$ cat config.mk
export PLATFORM = sky130hd
export DESIGN_NAME = serial_mem_cmd_ctrl_flat
export DESIGN_NICKNAME = d
export VERILOG_FILES = /design/src/rtl/serial_mem_cmd_ctrl_if.sv /design/src/rtl/serial_mem_cmd_ctrl.sv /design/src/flat_wrapper.sv
export SDC_FILE = /design/constraint.sdc
export NUM_CORES = 1
export LEC_CHECK = 0
export CORE_MARGIN = 5
export CORE_UTILIZATION = 30
export CTS_CLUSTER_DIAMETER = 40
export CTS_CLUSTER_SIZE = 25
export DETAILED_ROUTE_END_ITERATION = 10
export DONT_BUFFER_PORTS = 1
export GPL_ROUTABILITY_DRIVEN = 0
export MAX_ROUTING_LAYER = met4
export REMOVE_ABC_BUFFERS = 1
export SETUP_SLACK_MARGIN = 0.15
export SLEW_MARGIN = 15
export SYNTH_ARGS = -nofsm -noshare
export SYNTH_HDL_FRONTEND = slang
export SYNTH_SLANG_ARGS = --single-unit
$ cat constraint.sdc
create_clock -name clk -period 4.7 [get_ports clk]
set_clock_uncertainty 0.2 [all_clocks]
set_input_delay 0 -clock clk [delete_from_list [all_inputs] [get_ports clk]]
set_output_delay 0 -clock clk [all_outputs]
set_load 0.02 [all_outputs]
$ cat src/rtl/serial_mem_cmd_ctrl_if.sv
// Memory-side request/response bus of serial_mem_cmd_ctrl.
// master: the command controller (issues requests); slave: the memory controller.
interface serial_mem_cmd_ctrl_if;
    logic        mem_req;
    logic        mem_we;
    logic [31:0] mem_addr;
    logic [31:0] mem_wdata;
    logic        mem_ack;
    logic        mem_rvalid;
    logic [31:0] mem_rdata;

    modport master (
        output mem_req, mem_we, mem_addr, mem_wdata,
        input  mem_ack, mem_rvalid, mem_rdata
    );

    modport slave (
        input  mem_req, mem_we, mem_addr, mem_wdata,
        output mem_ack, mem_rvalid, mem_rdata
    );
endinterface

$ cat src/rtl/serial_mem_cmd_ctrl.sv
// Serial command sequencer for HyperRAM accesses.
// Assembles 5-byte frames (cmd + 32-bit payload, MSB first) from the byte
// receiver, issues single-word read/write requests on the memory bus and
// streams the response bytes to the byte transmitter.
// Optional build macro: SERIAL_MEM_AUTO_INC_EN -- address register advances
// by 4 after every completed (non timed-out) memory access.
module serial_mem_cmd_ctrl #(
    parameter int FRAME_GAP   = 1000,  // 1..65535
    parameter int MEM_TIMEOUT = 256    // 1..65535
) (
    input  logic                          clk,
    input  logic                          reset_n,
    input  logic                          rx_strb,
    input  logic [7:0]                    rx_data,
    output logic                          tx_strb,
    output logic [7:0]                    tx_data,
    input  logic                          tx_busy,
    serial_mem_cmd_ctrl_if.master         mem,
    output logic                          busy,
    output logic [7:0]                    err_cnt
);

`ifdef SERIAL_MEM_AUTO_INC_EN
    localparam bit AUTO_INC = 1'b1;
`else
    localparam bit AUTO_INC = 1'b0;
`endif

    localparam logic [15:0] GAP_LAST = 16'(FRAME_GAP - 1);
    localparam logic [15:0] TO_LAST  = 16'(MEM_TIMEOUT - 1);

    localparam logic [7:0] CMD_SET_ADDR  = 8'h01;
    localparam logic [7:0] CMD_SET_WDATA = 8'h02;
    localparam logic [7:0] CMD_WRITE     = 8'h03;
    localparam logic [7:0] CMD_READ      = 8'h04;
    localparam logic [7:0] CMD_GET_ADDR  = 8'h05;
    localparam logic [7:0] RSP_OK        = 8'h00;
    localparam logic [7:0] RSP_ERR       = 8'hEE;

    typedef enum logic [2:0] {
        ST_IDLE,
        ST_REQ,
        ST_WAIT_RD,
        ST_TX_BYTE,
        ST_TX_HOLD
    } state_e;

    state_e      state_q, state_d;
    logic [39:0] frame_q, frame_d;
    logic [2:0]  byte_cnt_q, byte_cnt_d;
    logic        frame_rdy_q, frame_rdy_d;
    logic [15:0] gap_cnt_q, gap_cnt_d;
    logic [31:0] addr_q, addr_d;
    logic [31:0] wdata_q, wdata_d;
    logic [15:0] to_cnt_q, to_cnt_d;
    logic        mem_we_q, mem_we_d;
    logic [31:0] mem_addr_q, mem_addr_d;
    logic [31:0] mem_wdata_q, mem_wdata_d;
    logic        tx_strb_q, tx_strb_d;
    logic [7:0]  tx_data_q, tx_data_d;
    logic [31:0] tx_shift_q, tx_shift_d;
    logic [2:0]  tx_left_q, tx_left_d;
    logic [7:0]  err_cnt_q, err_cnt_d;

    // Per-cycle scratch values used only inside the combinational block.
    logic [1:0]  err_inc;
    logic        tx_load;
    logic [31:0] tx_word;
    logic [2:0]  tx_cnt;
    logic        acc_done;
    logic [8:0]  err_sum;

    // Frame intake, command decode, memory handshake and transmit sequencing.
    always_comb begin
        // NOTE: every signal written here gets a default first, so no path can infer a latch.
        state_d     = state_q;
        frame_d     = frame_q;
        byte_cnt_d  = byte_cnt_q;
        frame_rdy_d = 1'b0;
        gap_cnt_d   = gap_cnt_q;
        addr_d      = addr_q;
        wdata_d     = wdata_q;
        to_cnt_d    = to_cnt_q;
        mem_we_d    = mem_we_q;
        mem_addr_d  = mem_addr_q;
        mem_wdata_d = mem_wdata_q;
        tx_strb_d   = 1'b0;
        tx_data_d   = tx_data_q;
        tx_shift_d  = tx_shift_q;
        tx_left_d   = tx_left_q;
        err_inc     = 2'd0;
        tx_load     = 1'b0;
        tx_word     = 32'h0;
        tx_cnt      = 3'd0;
        acc_done    = 1'b0;

        // Byte intake only while idle; a stalled partial frame is discarded.
        if (rx_strb) begin
            if (state_q == ST_IDLE) begin
                frame_d   = {frame_q[31:0], rx_data};
                gap_cnt_d = 16'h0;
                if (byte_cnt_q == 3'd4) begin
                    byte_cnt_d  = 3'd0;
                    frame_rdy_d = 1'b1;
                end else begin
                    byte_cnt_d = byte_cnt_q + 3'd1;
                end
            end else begin
                err_inc = err_inc + 2'd1;
            end
        end else if (state_q == ST_IDLE && byte_cnt_q != 3'd0) begin
            if (gap_cnt_q == GAP_LAST) begin
                gap_cnt_d  = 16'h0;
                byte_cnt_d = 3'd0;
                err_inc    = err_inc + 2'd1;
            end else begin
                gap_cnt_d = gap_cnt_q + 16'd1;
            end
        end

        case (state_q)
            ST_IDLE: begin
                // The frame register still holds the completed frame here even
                // if a new first byte is being shifted in on this same edge.
                if (frame_rdy_q) begin
                    case (frame_q[39:32])
                        CMD_SET_ADDR:  addr_d  = frame_q[31:0];
                        CMD_SET_WDATA: wdata_d = frame_q[31:0];
                        CMD_WRITE, CMD_READ: begin
                            state_d     = ST_REQ;
                            mem_we_d    = (frame_q[39:32] == CMD_WRITE);
                            mem_addr_d  = addr_q;
                            mem_wdata_d = wdata_q;
                            to_cnt_d    = 16'h0;
                        end
                        CMD_GET_ADDR: begin
                            tx_load = 1'b1;
                            tx_word = addr_q;
                            tx_cnt  = 3'd4;
                        end
                        default: begin
                            tx_load = 1'b1;
                            tx_word = {RSP_ERR, 24'h0};
                            tx_cnt  = 3'd1;
                            err_inc = err_inc + 2'd1;
                        end
                    endcase
                end
            end
            ST_REQ: begin
                if (mem.mem_ack) begin
                    to_cnt_d = to_cnt_q + 16'd1;
                    if (mem_we_q) begin
                        tx_load  = 1'b1;
                        tx_word  = {RSP_OK, 24'h0};
                        tx_cnt   = 3'd1;
                        acc_done = 1'b1;
                    end else if (mem.mem_rvalid) begin
                        tx_load  = 1'b1;
                        tx_word  = mem.mem_rdata;
                        tx_cnt   = 3'd4;
                        acc_done = 1'b1;
                    end else begin
                        state_d = ST_WAIT_RD;
                    end
                end else if (to_cnt_q == TO_LAST) begin
                    tx_load = 1'b1;
                    tx_word = {RSP_ERR, 24'h0};
                    tx_cnt  = 3'd1;
                    err_inc = err_inc + 2'd1;
                end else begin
                    to_cnt_d = to_cnt_q + 16'd1;
                end
            end
            ST_WAIT_RD: begin
                // The timeout keeps counting from the value reached in ST_REQ.
                if (mem.mem_rvalid) begin
                    tx_load  = 1'b1;
                    tx_word  = mem.mem_rdata;
                    tx_cnt   = 3'd4;
                    acc_done = 1'b1;
                end else if (to_cnt_q == TO_LAST) begin
                    tx_load = 1'b1;
                    tx_word = {RSP_ERR, 24'h0};
                    tx_cnt  = 3'd1;
                    err_inc = err_inc + 2'd1;
                end else begin
                    to_cnt_d = to_cnt_q + 16'd1;
                end
            end
            ST_TX_BYTE: begin
                if (!tx_busy) begin
                    tx_strb_d  = 1'b1;
                    tx_data_d  = tx_shift_q[31:24];
                    tx_shift_d = {tx_shift_q[23:0], 8'h00};
                    tx_left_d  = tx_left_q - 3'd1;
                    state_d    = ST_TX_HOLD;
                end
            end
            ST_TX_HOLD: begin
                // Gives the transmitter one cycle to raise tx_busy.
                state_d = (tx_left_q != 3'd0) ? ST_TX_BYTE : ST_IDLE;
            end
            default: state_d = ST_IDLE;
        endcase

        if (tx_load) begin
            tx_shift_d = tx_word;
            tx_left_d  = tx_cnt;
            state_d    = ST_TX_BYTE;
        end

        if (AUTO_INC && acc_done) begin
            addr_d = addr_q + 32'd4;
        end

        err_sum   = {1'b0, err_cnt_q} + {7'd0, err_inc};
        err_cnt_d = err_sum[8] ? 8'hFF : err_sum[7:0];
    end

    // State and datapath registers; reset clears everything so every output reads 0 at once.
    always_ff @(posedge clk or negedge reset_n) begin
        if (!reset_n) begin
            state_q     <= ST_IDLE;
            frame_q     <= 40'h0;
            byte_cnt_q  <= 3'd0;
            frame_rdy_q <= 1'b0;
            gap_cnt_q   <= 16'h0;
            addr_q      <= 32'h0;
            wdata_q     <= 32'h0;
            to_cnt_q    <= 16'h0;
            mem_we_q    <= 1'b0;
            mem_addr_q  <= 32'h0;
            mem_wdata_q <= 32'h0;
            tx_strb_q   <= 1'b0;
            tx_data_q   <= 8'h0;
            tx_shift_q  <= 32'h0;
            tx_left_q   <= 3'd0;
            err_cnt_q   <= 8'h0;
        end else begin
            // NOTE: non-blocking assignments so every register samples pre-edge values together.
            state_q     <= state_d;
            frame_q     <= frame_d;
            byte_cnt_q  <= byte_cnt_d;
            frame_rdy_q <= frame_rdy_d;
            gap_cnt_q   <= gap_cnt_d;
            addr_q      <= addr_d;
            wdata_q     <= wdata_d;
            to_cnt_q    <= to_cnt_d;
            mem_we_q    <= mem_we_d;
            mem_addr_q  <= mem_addr_d;
            mem_wdata_q <= mem_wdata_d;
            tx_strb_q   <= tx_strb_d;
            tx_data_q   <= tx_data_d;
            tx_shift_q  <= tx_shift_d;
            tx_left_q   <= tx_left_d;
            err_cnt_q   <= err_cnt_d;
        end
    end

    assign mem.mem_req   = (state_q == ST_REQ);
    assign mem.mem_we    = mem_we_q;
    assign mem.mem_addr  = mem_addr_q;
    assign mem.mem_wdata = mem_wdata_q;
    assign tx_strb       = tx_strb_q;
    assign tx_data       = tx_data_q;
    assign busy          = (state_q != ST_IDLE);
    assign err_cnt       = err_cnt_q;

endmodule
$ cat src/flat_wrapper.sv
// flat-port wrapper written by rule: the top's interface ports become plain ports
module serial_mem_cmd_ctrl_flat 
#(
    parameter int FRAME_GAP   = 1000,             
    parameter int MEM_TIMEOUT = 256               
)
  (clk, reset_n, rx_strb, rx_data, tx_strb, tx_data, tx_busy, busy, err_cnt, mem_mem_req, mem_mem_we, mem_mem_addr, mem_mem_wdata, mem_mem_ack, mem_mem_rvalid, mem_mem_rdata);
  serial_mem_cmd_ctrl_if mem_i ();
  input  logic clk;
  input  logic reset_n;
  input  logic rx_strb;
  input  logic [7:0] rx_data;
  output logic tx_strb;
  output logic [7:0] tx_data;
  input  logic tx_busy;
  output logic busy;
  output logic [7:0] err_cnt;
  output wire logic [$bits(mem_i.mem_req)-1:0] mem_mem_req;
  output wire logic [$bits(mem_i.mem_we)-1:0] mem_mem_we;
  output wire logic [$bits(mem_i.mem_addr)-1:0] mem_mem_addr;
  output wire logic [$bits(mem_i.mem_wdata)-1:0] mem_mem_wdata;
  input wire logic [$bits(mem_i.mem_ack)-1:0] mem_mem_ack;
  input wire logic [$bits(mem_i.mem_rvalid)-1:0] mem_mem_rvalid;
  input wire logic [$bits(mem_i.mem_rdata)-1:0] mem_mem_rdata;
  assign mem_mem_req = mem_i.mem_req;
  assign mem_mem_we = mem_i.mem_we;
  assign mem_mem_addr = mem_i.mem_addr;
  assign mem_mem_wdata = mem_i.mem_wdata;
  assign mem_i.mem_ack = mem_mem_ack;
  assign mem_i.mem_rvalid = mem_mem_rvalid;
  assign mem_i.mem_rdata = mem_mem_rdata;
  serial_mem_cmd_ctrl #(.FRAME_GAP(FRAME_GAP), .MEM_TIMEOUT(MEM_TIMEOUT)) u_core (.clk(clk), .reset_n(reset_n), .rx_strb(rx_strb), .rx_data(rx_data), .tx_strb(tx_strb), .tx_data(tx_data), .tx_busy(tx_busy), .mem(mem_i), .busy(busy), .err_cnt(err_cnt));
endmodule
# [Yosys cells after proc, flatten, opt, wreduce, memory -nomap -nowiden]
# Index checks and enable logic that the tools add are counted.
[op_classes] addsub=6 eq_ne=24 muxes=70 n_bitwise=1 reduce_logical=22
[ops] op="2-to-1 mux 32 bit" count=9
[ops] op="2-to-1 mux 16 bit" count=9
[ops] op="case mux 32 bit (3 select lines)" count=1
[ops] op="case mux 32 bit (2 select lines)" count=1
[ops] op="2-to-1 mux 3 bit" count=20
[ops] op="case mux 16 bit (3 select lines)" count=1
[ops] op="adder 16 x 1 -> 16 bit (second input constant)" count=2
[ops] op="equality test 16 x 10 -> 1 bit (second input constant)" count=1
[ops] op="equality test 16 x 8 -> 1 bit (second input constant)" count=1
[ops] op="equality test 8 x 2 -> 1 bit (second input constant)" count=2
[ops] op="equality test 8 x 3 -> 1 bit (second input constant)" count=2
[ops] op="2-to-1 mux 2 bit" count=8
[ops] op="2-to-1 mux 1 bit" count=15
[ops] op="case mux 3 bit (5 select lines)" count=1
[ops] op="AND reduction 3 bit" count=4
[ops] op="nonzero test 3 bit" count=4
[ops] op="adder 8 x 2 -> 9 bit" count=1
[ops] op="!= test 3 x 2 -> 1 bit (second input constant)" count=3
[ops] op="case mux 3 bit (3 select lines)" count=1
[ops] op="equality test 8 x 1 -> 1 bit (second input constant)" count=1
[ops] op="2-to-1 mux 8 bit" count=1
[ops] op="!= test 2 x 1 -> 1 bit (second input constant)" count=4
[ops] op="AND reduction 2 bit" count=4
[ops] op="AND reduction 7 bit" count=1
[ops] op="other kinds (20)" count=26
[totals] register_bits=260 in_bits=46 elab_cells=139

# [Depth between registers and ports, before layout]
# Gate-level depths: netlist (run 1).
[logic_depth] word_depth=10 ltp_mapped=16 ltp_nobuf=16

# [Worst setup path before layout (run 1)]
# No wires, ideal clock.
[synth_path] kind="flip-flop to flip-flop" from="reg u_core.gap_cnt_q[0]" to="reg u_core.err_cnt_q[4], in the netlist u_core.err_cnt[4]" t_arrival_ns=2.987 required_time_ns=4.417 setup_slack_ns=1.430 stages_incl_launch_ff=15 path_buffers=0 cell_sequence="dfrtp_1 > ha_1 > and4b_1 > a41oi_1 > nor2_1 > ha_1 > a22o_1 > a21o_1 > ha_1 > inv_1 > fa_1 > nor2_1 > and2_1 > nand4_1 > o21ai_0"
[synth_via] elab_chain_cells=10 word_cells_on_any_way=13 classes_between="add/sub: 2; eq/ne: 1; mux: 10"
[synth_rtl] element="start, declared" line_no="serial_mem_cmd_ctrl.sv:52" source="logic [15:0] gap_cnt_q, gap_cnt_d;"
[synth_rtl] element="start signal, assigned" line_no="serial_mem_cmd_ctrl.sv:246" source="gap_cnt_q <= gap_cnt_d;"
[synth_rtl] element="equality test 16 x 10 -> 1 bit *" line_no="serial_mem_cmd_ctrl.sv:112" source="if (gap_cnt_q == GAP_LAST) begin"
[synth_rtl] element="2-to-1 mux 1 bit *" line_no="serial_mem_cmd_ctrl.sv:112"
[synth_rtl] element="2-to-1 mux 2 bit *" line_no="serial_mem_cmd_ctrl.sv:111" source="end else if (state_q == ST_IDLE && byte_cnt_q != 3'd0) begin"
[synth_rtl] element="2-to-1 mux 2 bit *" line_no="serial_mem_cmd_ctrl.sv:98" source="if (rx_strb) begin"
[synth_rtl] element="adder 2 x 1 -> 2 bit" line_no="serial_mem_cmd_ctrl.sv:145, serial_mem_cmd_ctrl.sv:170, serial_mem_cmd_ctrl.sv:186"
[synth_rtl] element="2-to-1 mux 2 bit, on equally long branches" line_no="serial_mem_cmd_ctrl.sv:166, serial_mem_cmd_ctrl.sv:182, serial_mem_cmd_ctrl.sv:126"
[synth_rtl] element="2-to-1 mux 2 bit, on equally long branches" line_no="serial_mem_cmd_ctrl.sv:177, serial_mem_cmd_ctrl.sv:125, serial_mem_cmd_ctrl.sv:151"
[synth_rtl] element="case mux 2 bit (3 select lines) *" line_no="serial_mem_cmd_ctrl.sv:121" source="case (state_q)"
[synth_rtl] element="adder 8 x 2 -> 9 bit *" line_no="serial_mem_cmd_ctrl.sv:217" source="err_sum = {1'b0, err_cnt_q} + {7'd0, err_inc};"
[synth_rtl] element="2-to-1 mux 8 bit *" line_no="serial_mem_cmd_ctrl.sv:218" source="err_cnt_d = err_sum[8] ? 8'hFF : err_sum[7:0];"
[synth_rtl] element="net u_core.err_cnt_d[4]" line_no="serial_mem_cmd_ctrl.sv:63" source="logic [7:0] err_cnt_q, err_cnt_d;"
[synth_rtl] element="end signal, assigned" line_no="serial_mem_cmd_ctrl.sv:257" source="err_cnt_q <= err_cnt_d;"
[synth_rtl] element="end, declared" line_no="serial_mem_cmd_ctrl.sv:63"
# Mark *: on every way through the listed nets, which the timed path passes. The rest lies on a longest branch.
# A chain may end at the register's enable or synchronous reset.

# [Worst setup path after layout (run 1)]
[layout_path] from="reg u_core.state_q[0]" to="reg u_core.tx_shift_q[0]"
[layout_via] elab_chain_cells=4 word_cells_on_any_way=10 classes_between="eq/ne: 4; mux: 3; reduce/logical: 3"
[layout_rtl] element="start, declared" line_no="serial_mem_cmd_ctrl.sv:48" source="state_e state_q, state_d;"
[layout_rtl] element="start signal, assigned" line_no="serial_mem_cmd_ctrl.sv:242" source="state_q <= state_d;"
[layout_rtl] element="equality test 3 x 2 -> 1 bit, or another cell as far along" line_no="serial_mem_cmd_ctrl.sv:121"
[layout_rtl] element="case mux 1 bit (3 select lines)" line_no="serial_mem_cmd_ctrl.sv:121"
[layout_rtl] element="!= test 2 x 1 -> 1 bit (no line) or nonzero test 2 bit (tied branches)"
[layout_rtl] element="AND reduction 2 bit (no line)"
[layout_rtl] element="end signal, assigned" line_no="serial_mem_cmd_ctrl.sv:255" source="tx_shift_q <= tx_shift_d;"
[layout_rtl] element="end, declared" line_no="serial_mem_cmd_ctrl.sv:61" source="logic [31:0] tx_shift_q, tx_shift_d;"
# Several ways; a longest one is shown, not always the timed one.

==> impl_metrics.tcl, run 1 <==
set metrics [dict create \
    synth_commonest_cells "dfrtp_1, mux2_2, nand2_1" \
    synth_area_leaders "dfrtp_1, mux2_2, mux2i_1, mux2_1, nand2_1" \
    fin_area_mm2 0.01418 \
    vias_per_cell 4.796 \
    layout-drive-gt1-share 0.2366 \
    synthFlopType "dfrtp_1" \
    clock.fmax_mhz 252.1 \
    fin_cells 1522 \
    min_path_type "in -> async" \
    synth_enable_flop_cells 0 \
    ff2ff_setup_slack_ns 0.73 \
    dpl.cell_count 1353 \
    drtAntennaViolNets 0 \
    grt_antenna_before_repair 1 \
    dpl_cell_area_mm2 0.01177 \
    cts_resized 0 \
    nets 1029 \
    grt.total_usage 0.1367 \
    period_share 0.8438 \
    cts_root_buf "clkbuf_16" \
    drt_iter0_markers 292 \
    yosys.cell_count.top_type "dfrtp_1" \
    arrival_ns 4.26 \
    clock_latency_ns 0.56 \
    port_buffers 0 \
    cts_buffers 47 \
    r2r_cells 9 \
    syn_avg_cell_area_um2 12.80 \
    drv_slew 0 \
    post-route-util 0.3791 \
    coreArea_mm2 0.03740 \
    clk_path_buf_depth 3 \
    rows 71 \
    outcome "complete, but fails checks" \
    drv_cap 0 \
    hold_viol 260 \
    cp.required_ns 4.99 \
    fin_crit_ns 3.966 \
    holdBufCountCts 81 \
    num_vias 7299 \
    clock_sinks 260 \
    yosysWarnings 0 \
    reg2reg_from "u_core.state_q[0]" \
    io-pin-count 130 \
    holdWs_ns -1.063 \
    setup_viol 0 \
    rsz0062_at_grt "no" \
    end_kind "flop" \
    synth-async-reset-ratio 1.000 \
    dr.pass1.iters 4 \
    synth_cells 880 \
    drc 0 \
    slew_headroom 0.2855 \
    die_y_um 203.8 \
    ys_ff_latch 260 \
    syn_to_final_growth_pct 25.85 \
    cts.clk_slew.worst_paths_ns 0.06 \
    syn-cell-area_mm2 0.01127 \
    htreeDepth 2 \
    powerDensity_mw_per_mm2 581.2 \
    dieArea_mm2 0.04153 \
    die_w_um 203.8 \
    crit_type "reg -> reg" \
    synth.distinct_cells 63 \
    ys_seq_area_frac 0.5775 \
    p_leak_nw 6.436 \
    grt-ovfl-total 0 \
    wl_per_cell_um 17.85 \
    worst_pin_slew_ns 1.072 \
    grt_pass1_vias 7842 \
    r2r_end "u_core.tx_shift_q[0]" \
    violations "hold timing" \
    start_kind "flop" \
    tritoncts "yes" \
    synth_top_area_share 0.5775 \
    synth_top_area_cell "dfrtp_1" \
    start_util 0.3013 \
    nFillCells 3595 \
    peakVddDrop_mv 0.3451 \
    grt_start_max_net_pins 261 \
    grt_pass1_wl_mm 44.16 \
    dp_hpwl_mm 16.44 \
    wl_mm 27.17 \
    path_max_fanout 25 \
    fin_tns_setup_ns 0 \
]
==> worst max-delay path, cell delays in order, from the launching register on <==
cell and delay (ns):
dfrtp_1 0.57, nor3b_1 0.27, buf_4 0.20, nand2_1 0.17
o21ai_4 0.80, buf_4 0.31, a22oi_1 0.09, dlygate4sd3_1 0.62
o21ai_1 0.07, dlygate4sd3_1 0.57
==> state kept, by name, summed over array words and instances (netlist names), 3 cells and up <==
register              count
u_core.state_q            3
u_core.mem.mem_addr      32
u_core.tx_data            8
u_core.tx_shift_q        32
u_core.tx_left_q          3
u_core.gap_cnt_q         16
u_core.addr_q            32
u_core.mem.mem_wdata     32
u_core.frame_q           40
u_core.byte_cnt_q         3
u_core.wdata_q           32
u_core.to_cnt_q          16
u_core.err_cnt            8
==> area by class of cell <==
| cell class | instances | area, um^2 | share of cell area |
|---|---|---|---|
| sequential | 260 | 6506 | 0.4588 |
| multi-input combinational | 556 | 4488 | 0.3165 |
| clock buffer | 54 | 1222 | 0.08621 |
| timing repair buffer | 90 | 878.3 | 0.06194 |
| tap | 511 | 639.4 | 0.04509 |
| clock inverter | 33 | 379.1 | 0.02674 |
| inverter | 17 | 63.81 | 0.004500 |
| antenna | 1 | 2.502 | 0.0001765 |
==> worst max-delay path by stage <==
stage                   startpoint                 endpoint  slack [ns]  cells after the start
2_1_floorplan    u_core.state_q[1]  u_core.mem.mem_addr[10]        1.05                      5
3_3_place_gp   u_core.gap_cnt_q[0]        u_core.err_cnt[4]        1.18                     14
3_5_place_dp   u_core.gap_cnt_q[0]        u_core.err_cnt[4]        1.06                     14
4_1_cts          u_core.state_q[0]     u_core.tx_shift_q[2]        0.69                      9
5_1_grt          u_core.state_q[0]     u_core.tx_shift_q[2]        0.54                      9
6_report         u_core.state_q[0]     u_core.tx_shift_q[0]        0.73                      9
==> stage by stage <==
stage                     total power, mW  setup WS [ns]
final                               8.241         0.7340
after global routing                8.726         0.5437
after CTS                           8.351         0.6942
after detailed placement            4.668          1.055
after global placement              4.623          1.181
after floorplan                     4.177          1.048
==> placed cells by master (no fill, tap or decap), drive strengths merged, types with 5 or more instances in the layout <==
cell         instances
xor2                11
dfrtp              260
nor3                10
a21oi               22
buf                  9
ha                  10
clkinvlp             5
inv                 26
nor4                 9
bufinv               5
clkinv              14
mux2               168
o21ai               29
dlygate4sd3         81
a22oi               27
nand2               64
nand3               17
nand4               11
and3                 6
a221oi               6
a31oi                7
mux2i               50
clkbuf              54
nor2b                5
o31ai                9
nor2                33
==> what timing repair did <==
item | CTS | global route
endpoints found under the hold margin | 335 | 260
buffers inserted | 0 | 0
setup endpoints to repair | 0 | 0
==> report_power, final <==
group | internal [mW] | switching (mW) | leakage, nW
clock network | 2.18 | 1.23 | 0.776
logic | 0.847 | 0.817 | 2.17
registers | 2.67 | 0.497 | 3.49
==> routing by layer <==
metal,track usage,up-vias,share of wire
li1,-,3406,-
met1,0.1739,3671,0.44
met2,0.2057,173,0.46
met3,0.04564,49,0.079
met4,0.04698,0,0.023
met5,-,-,0
==> logic make-up after synthesis <==
group / Yosys count / synth area share
multiplexers: 218 / 0.2123
XOR/XNOR: 15 / 0.01166
AND/OR/NAND/NOR: 183 / 0.08173
AO/OA/AOI/OAI: 129 / 0.07751
buffers and inverters: 64 / 0.02643
adder cells (fa/ha/maj): 11 / 0.01288
flip-flops: 260 / 0.5775
No activity file was read; power rests on OpenSTA's default activity.
==> run 2, diff against run 1 <==
==> constraint.sdc (replaced) <==
create_clock -name clk -period 3.3 [get_ports clk]
set_clock_uncertainty 0.2 [all_clocks]
set_input_delay 0 -clock clk [delete_from_list [all_inputs] [get_ports clk]]
set_output_delay 0 -clock clk [all_outputs]
set_load 0.02 [all_outputs]
==> impl_metrics.tcl, run 2 (synthesized netlist as in run 1, its figures left out) <==
set metrics [dict create \
    outcome "complete, but fails checks" \
    violations "hold timing" \
    period_share 0.9983 \
    total_power_mw 11.65 \
    internal_power_mw 7.924 \
    diodes 0 \
    dp_hpwl_mm 17.20 \
    arrival_ns 3.52 \
    hold_viol 260 \
    grt-ovfl-total 0 \
    top_register "u_core.frame_q" \
    vias_per_cell 4.836 \
    setup_viol 0 \
    crit_type "reg -> reg" \
    comb_power_share 0.215 \
    die_y_um 203.8 \
    clock_sinks 260 \
    met1_length_mm 12.19 \
    mostFrequentLayoutCells "dfrtp_1, mux2_2, dlygate4sd3_1" \
    htreeDepth 2 \
    holdWs_ns -1.044 \
    cts_root_buf "clkbuf_16" \
    rsz0062_at_grt "yes" \
    power_switching_mw 3.723 \
    layout-drive-gt1-share 0.2782 \
    p_leak_nw 6.584 \
    drv_cap 0 \
    grt.total_usage 0.1374 \
    dpl_cell_area_mm2 0.01206 \
    cts.clk_slew.worst_paths_ns 0.06 \
    coreArea_mm2 0.03740 \
    path_max_fanout 3 \
    largest_register_ffs 40 \
    grt_pass1_vias 7966 \
    peakVddDrop_mv 0.3781 \
    clock_latency_ns 0.54 \
    clock.fmax_mhz 303.6 \
    port_buffers 0 \
    dieArea_mm2 0.04153 \
    highest_layer "met4" \
    sw_frac_of_total 0.3197 \
    num_vias 7443 \
    io-pin-count 130 \
    seq_power_share 0.383 \
    pwr-share-clk 0.402 \
    cp.required_ns 3.52 \
    tritoncts "yes" \
    grt_start_max_net_pins 261 \
    wl_met3_mm 2.158 \
    wl_mm 27.62 \
    fin_area_mm2 0.01435 \
    start_util 0.3013 \
    wl_met2_mm 12.68 \
    nets 1051 \
    drtAntennaViolNets 0 \
    fin_crit_ns 3.294 \
    drc 0 \
    start_kind "flop" \
    grt_pass1_wl_mm 44.28 \
    powerDensity_mw_per_mm2 811.5 \
    cts_buffers 45 \
    end_kind "flop" \
    rows 71 \
    dr.pass1.iters 5 \
    die_w_um 203.8 \
    holdBufCountCts 67 \
    wl_per_cell_um 17.94 \
    slew_headroom 0.4537 \
    syn_to_final_growth_pct 27.38 \
    drt_iter0_markers 397 \
    worst_pin_slew_ns 0.8164 \
    drv_slew 0 \
    final_common_cell "dfrtp_1" \
    min_path_type "in -> async" \
    grt_antenna_before_repair 0 \
    clk_path_buf_depth 3 \
]
[run 2: area by class of cell]
type / count / area [um^2]
well taps: 511 / 639.4
multi-input cells: 556 / 4524
clock inverters: 34 / 397.9
fillers: 3549 / 23050
clock buffers: 47 / 1144
inverters: 17 / 63.81
flip-flops and latches: 260 / 6506
repair buffers: 114 / 1077
[run 2: through the flow]
stage / std cells / TNS [ns] / setup WS [ns] / utilization
global route: 1539 / -0.6419 / -0.1004 / 0.3838
detailed placement: 1386 / -1.043 / -0.1804 / 0.3225
global placement: 1386 / -0.5790 / -0.1081 / 0.3225
finish: 1539 / 0 / 0.005673 / 0.3838
floorplan: 833 / -22.33 / -0.3525 / -
CTS: 1536 / 0 / 0.03422 / 0.3825
[run 2: per-layer routing]
metal	global-route usage	up-vias
met5	-	-
met3	0.04643	45
met2	0.2062	173
li1	-	3446
met4	0.04264	0
met1	0.1769	3779
[run 2: power groups by stage]
stage                     Combinational, mW  Sequential (mW)  Clock, mW
after floorplan                        1.61             4.34          0
after global placement                 2.24             4.51          0
after detailed placement               2.30             4.53          0
after CTS                              2.50             4.48       4.82
after global routing                   2.78             4.57       4.97
final                                  2.50             4.46       4.68
[run 2: what timing repair did]
item | in CTS | in global routing
endpoints found under the hold margin | 376 | 260
endpoints found under the setup margin | 8 | 13
gates resized for setup | 6 | 6
pin swaps | 7 | 0
buffers inserted | 2 | 3
[run 2: path summary, 6_finish.rpt]
check,start,end,slack [ns],cells after the start
max,u_core.frame_q[39],u_core.err_cnt[7],0.006,14
min,reset_n,u_core.gap_cnt_q[13],-1.04,0
max reg2reg,u_core.frame_q[39],u_core.err_cnt[7],0.006,14
min reg2reg,u_core.tx_shift_q[28],u_core.tx_data[4],0.28,2
max in group asynchronous,reset_n,u_core.frame_q[28],3.48,0
min in group clk,mem_mem_rvalid,u_core.tx_shift_q[20],0.03,5
[run 2: worst max-delay path, cell delays in order (launching register included)]
cell and delay [ns]:
dfrtp_1 0.37, or4_4 0.53, a2111o_1 0.37, ha_1 0.32, a22o_1 0.21, a21o_1 0.16, ha_2 0.18, inv_2 0.06
fa_2 0.21, nor2_2 0.04, and2_4 0.16, buf_4 0.12, buf_6 0.10, nor3_2 0.10, a21oi_1 0.05
==> run 3, diff against run 2 <==
--- a/config.mk
+++ b/config.mk
@@ -6,13 +6,14 @@
 export NUM_CORES = 1
 export LEC_CHECK = 0
 export CORE_MARGIN = 5
-export CORE_UTILIZATION = 30
+export CORE_UTILIZATION = 52
 export CTS_CLUSTER_DIAMETER = 40
 export CTS_CLUSTER_SIZE = 25
 export DETAILED_ROUTE_END_ITERATION = 10
 export DONT_BUFFER_PORTS = 1
 export GPL_ROUTABILITY_DRIVEN = 0
 export MAX_ROUTING_LAYER = met4
+export PLACE_DENSITY = 0.7
 export REMOVE_ABC_BUFFERS = 1
 export SETUP_SLACK_MARGIN = 0.15
 export SLEW_MARGIN = 15
==> impl_metrics.tcl, run 3 (synthesized netlist as in run 1, its figures left out) <==
set metrics [dict create \
    slowest_stage "or4_4" \
    dp_hpwl_mm 14.71 \
    vias_per_cell 5.720 \
    pwr-share-clk 0.359 \
    sw_frac_of_total 0.3161 \
    setup_viol 0 \
    comb_power_share 0.223 \
    layout-drive-gt1-share 0.2589 \
    drv_cap 0 \
    met3_usage 0.05554 \
    die_y_um 157.2 \
    post-route-util 0.6378 \
    path_max_fanout 4 \
    cp.required_ns 3.51 \
    p_leak_nw 6.314 \
    final_common_cell "dfrtp_1" \
    num_vias 7207 \
    hold_viol 260 \
    grt_pass1_wl_mm 40.14 \
    port_buffers 0 \
    die_w_um 157.2 \
    outcome "complete, but fails checks" \
    cts.clk_slew.worst_paths_ns 0.05 \
    cpPeakStageDelay_ns 0.54 \
    clock_sinks 260 \
    rows 53 \
    min_path_type "in -> async" \
    drc 0 \
    arrival_ns 3.49 \
    grt_util_met1 0.2777 \
    dieArea_mm2 0.02471 \
    violations "hold timing" \
    peakVddDrop_mv 0.4829 \
    worst_pin_slew_ns 1.025 \
    dr.pass1.iters 4 \
    grt_util_met2 0.3196 \
    crit_type "reg -> reg" \
    end_kind "flop" \
    drv_slew 0 \
    cts_buffers 35 \
    wl_mm 24.29 \
    coreArea_mm2 0.02115 \
    grt.total_usage 0.2075 \
    htreeDepth 2 \
    seq_power_share 0.419 \
    largest_register_ffs 40 \
    crit_start "u_core.frame_q[37]" \
    io-pin-count 130 \
    crit_chain "or4_4 -> a2111o_1 -> ha_1 -> a22o_1 -> a21o_1 -> ha_2 -> inv_2 -> fa_2 -> nor2_2 -> and2_4 -> buf_4 -> a21oi_2 -> a31oi_1" \
    period_share 0.9941 \
    top_register "u_core.frame_q" \
    start_util 0.5326 \
    tritoncts "yes" \
    wl_per_cell_um 19.27 \
    grt_start_max_net_pins 261 \
    cts_root_buf "clkbuf_16" \
    clock.fmax_mhz 304.8 \
    clock_latency_ns 0.51 \
    slew_headroom 0.3164 \
    power_switching_mw 3.374 \
    total_power_mw 10.68 \
    internal_power_mw 7.302 \
    grt-ovfl-total 0 \
    start_kind "flop" \
    powerDensity_mw_per_mm2 791.2 \
    clk_path_buf_depth 3 \
    busiest_layer "met2" \
    diodes 0 \
    drt_iter0_markers 348 \
    rsz0062_at_grt "yes" \
    syn_to_final_growth_pct 19.76 \
    holdBufCountCts 54 \
    nets 1016 \
    mostFrequentLayoutCells "dfrtp_1, mux2_2, nand2_1" \
    reg2reg_from "u_core.frame_q[37]" \
    holdWs_ns -0.9995 \
    grt_pass1_vias 7573 \
    drtAntennaViolNets 0 \
    grt_antenna_before_repair 0 \
    fin_crit_ns 3.281 \
]
run 3: cell count changes in the layout (fill, tap and decap cells not counted), moves of 2 or more:
cell / change
clkinv_8: -3
buf_4: -10
inv_6: -3
clkbuf_8: +2
dlygate4sd3_1: -13
inv_8: -4
clkbuf_16: -8
run 3: worst paths after layout:
kind                                            endpoint  slack (ns)  cells after the start
worst max-delay path                   u_core.err_cnt[6]        0.02                     13
worst min-delay path                 u_core.gap_cnt_q[2]        -1.0                      0
worst max register to register         u_core.err_cnt[6]        0.02                     13
worst min register to register         u_core.tx_data[5]        0.26                      2
max in group asynchronous       u_core.mem.mem_wdata[28]        3.35                      0
min in group clk                    u_core.byte_cnt_q[2]        0.02                      4
run 3: power groups by stage:
stage	registers [mW]	clock network [mW]	logic, mW
finish	4.47	3.83	2.38
global route	4.55	4.07	2.64
CTS	4.47	3.91	2.37
detailed placement	4.52	0	2.20
global placement	4.49	0	2.13
floorplan	4.34	0	1.61
run 3: repair_timing:
item | in CTS | in global routing
resized for setup | 7 | 3
pin swaps | 5 | 3
setup endpoints to repair | 8 | 9
buffers inserted | 3 | 0
hold endpoints to repair | 334 | 260
run 3: per-layer routing:
layer  up-vias  part of all wire
met3        40             0.064
met2       163              0.48
met5         -                 0
li1       3361                 -
met1      3643              0.44
met4         0             0.020
run 3: cell type report:
type                       instances  area [um^2]
sequential                       260         6506
timing repair buffer              89        840.8
clock buffer                      40        967.2
clock inverter                    23        250.2
tap                              275        344.1
inverter                          17        63.81
fill                            1572         7661
multi-input combinational        556         4521
run 3: worst max-delay path: cells and delay by family, from the launching register on:
kind                       cells  cell delay (ns)
buffers and inverters          2             0.17
DFF                            1             0.37
AOI/OAI and AO/OA              5             0.79
adders and majority gates      3             0.84
and+or+nand+nor                3             0.82
run 3: metrics by stage:
stage	cells	cell area [um^2]	worst slack, ns	hold WS, ns	setup TNS [ns]
finish	1260	13490	0.01947	-0.9995	0
global route	1260	13490	-0.1637	-1.022	-1.016
CTS	1260	13480	0.05140	-1.021	0
detailed placement	1140	11680	-0.09797	-0.4852	-0.5390
global placement	1140	11680	-0.02170	-0.4823	-0.02966
floorplan	833	11030	-0.3525	-0.4956	-22.33
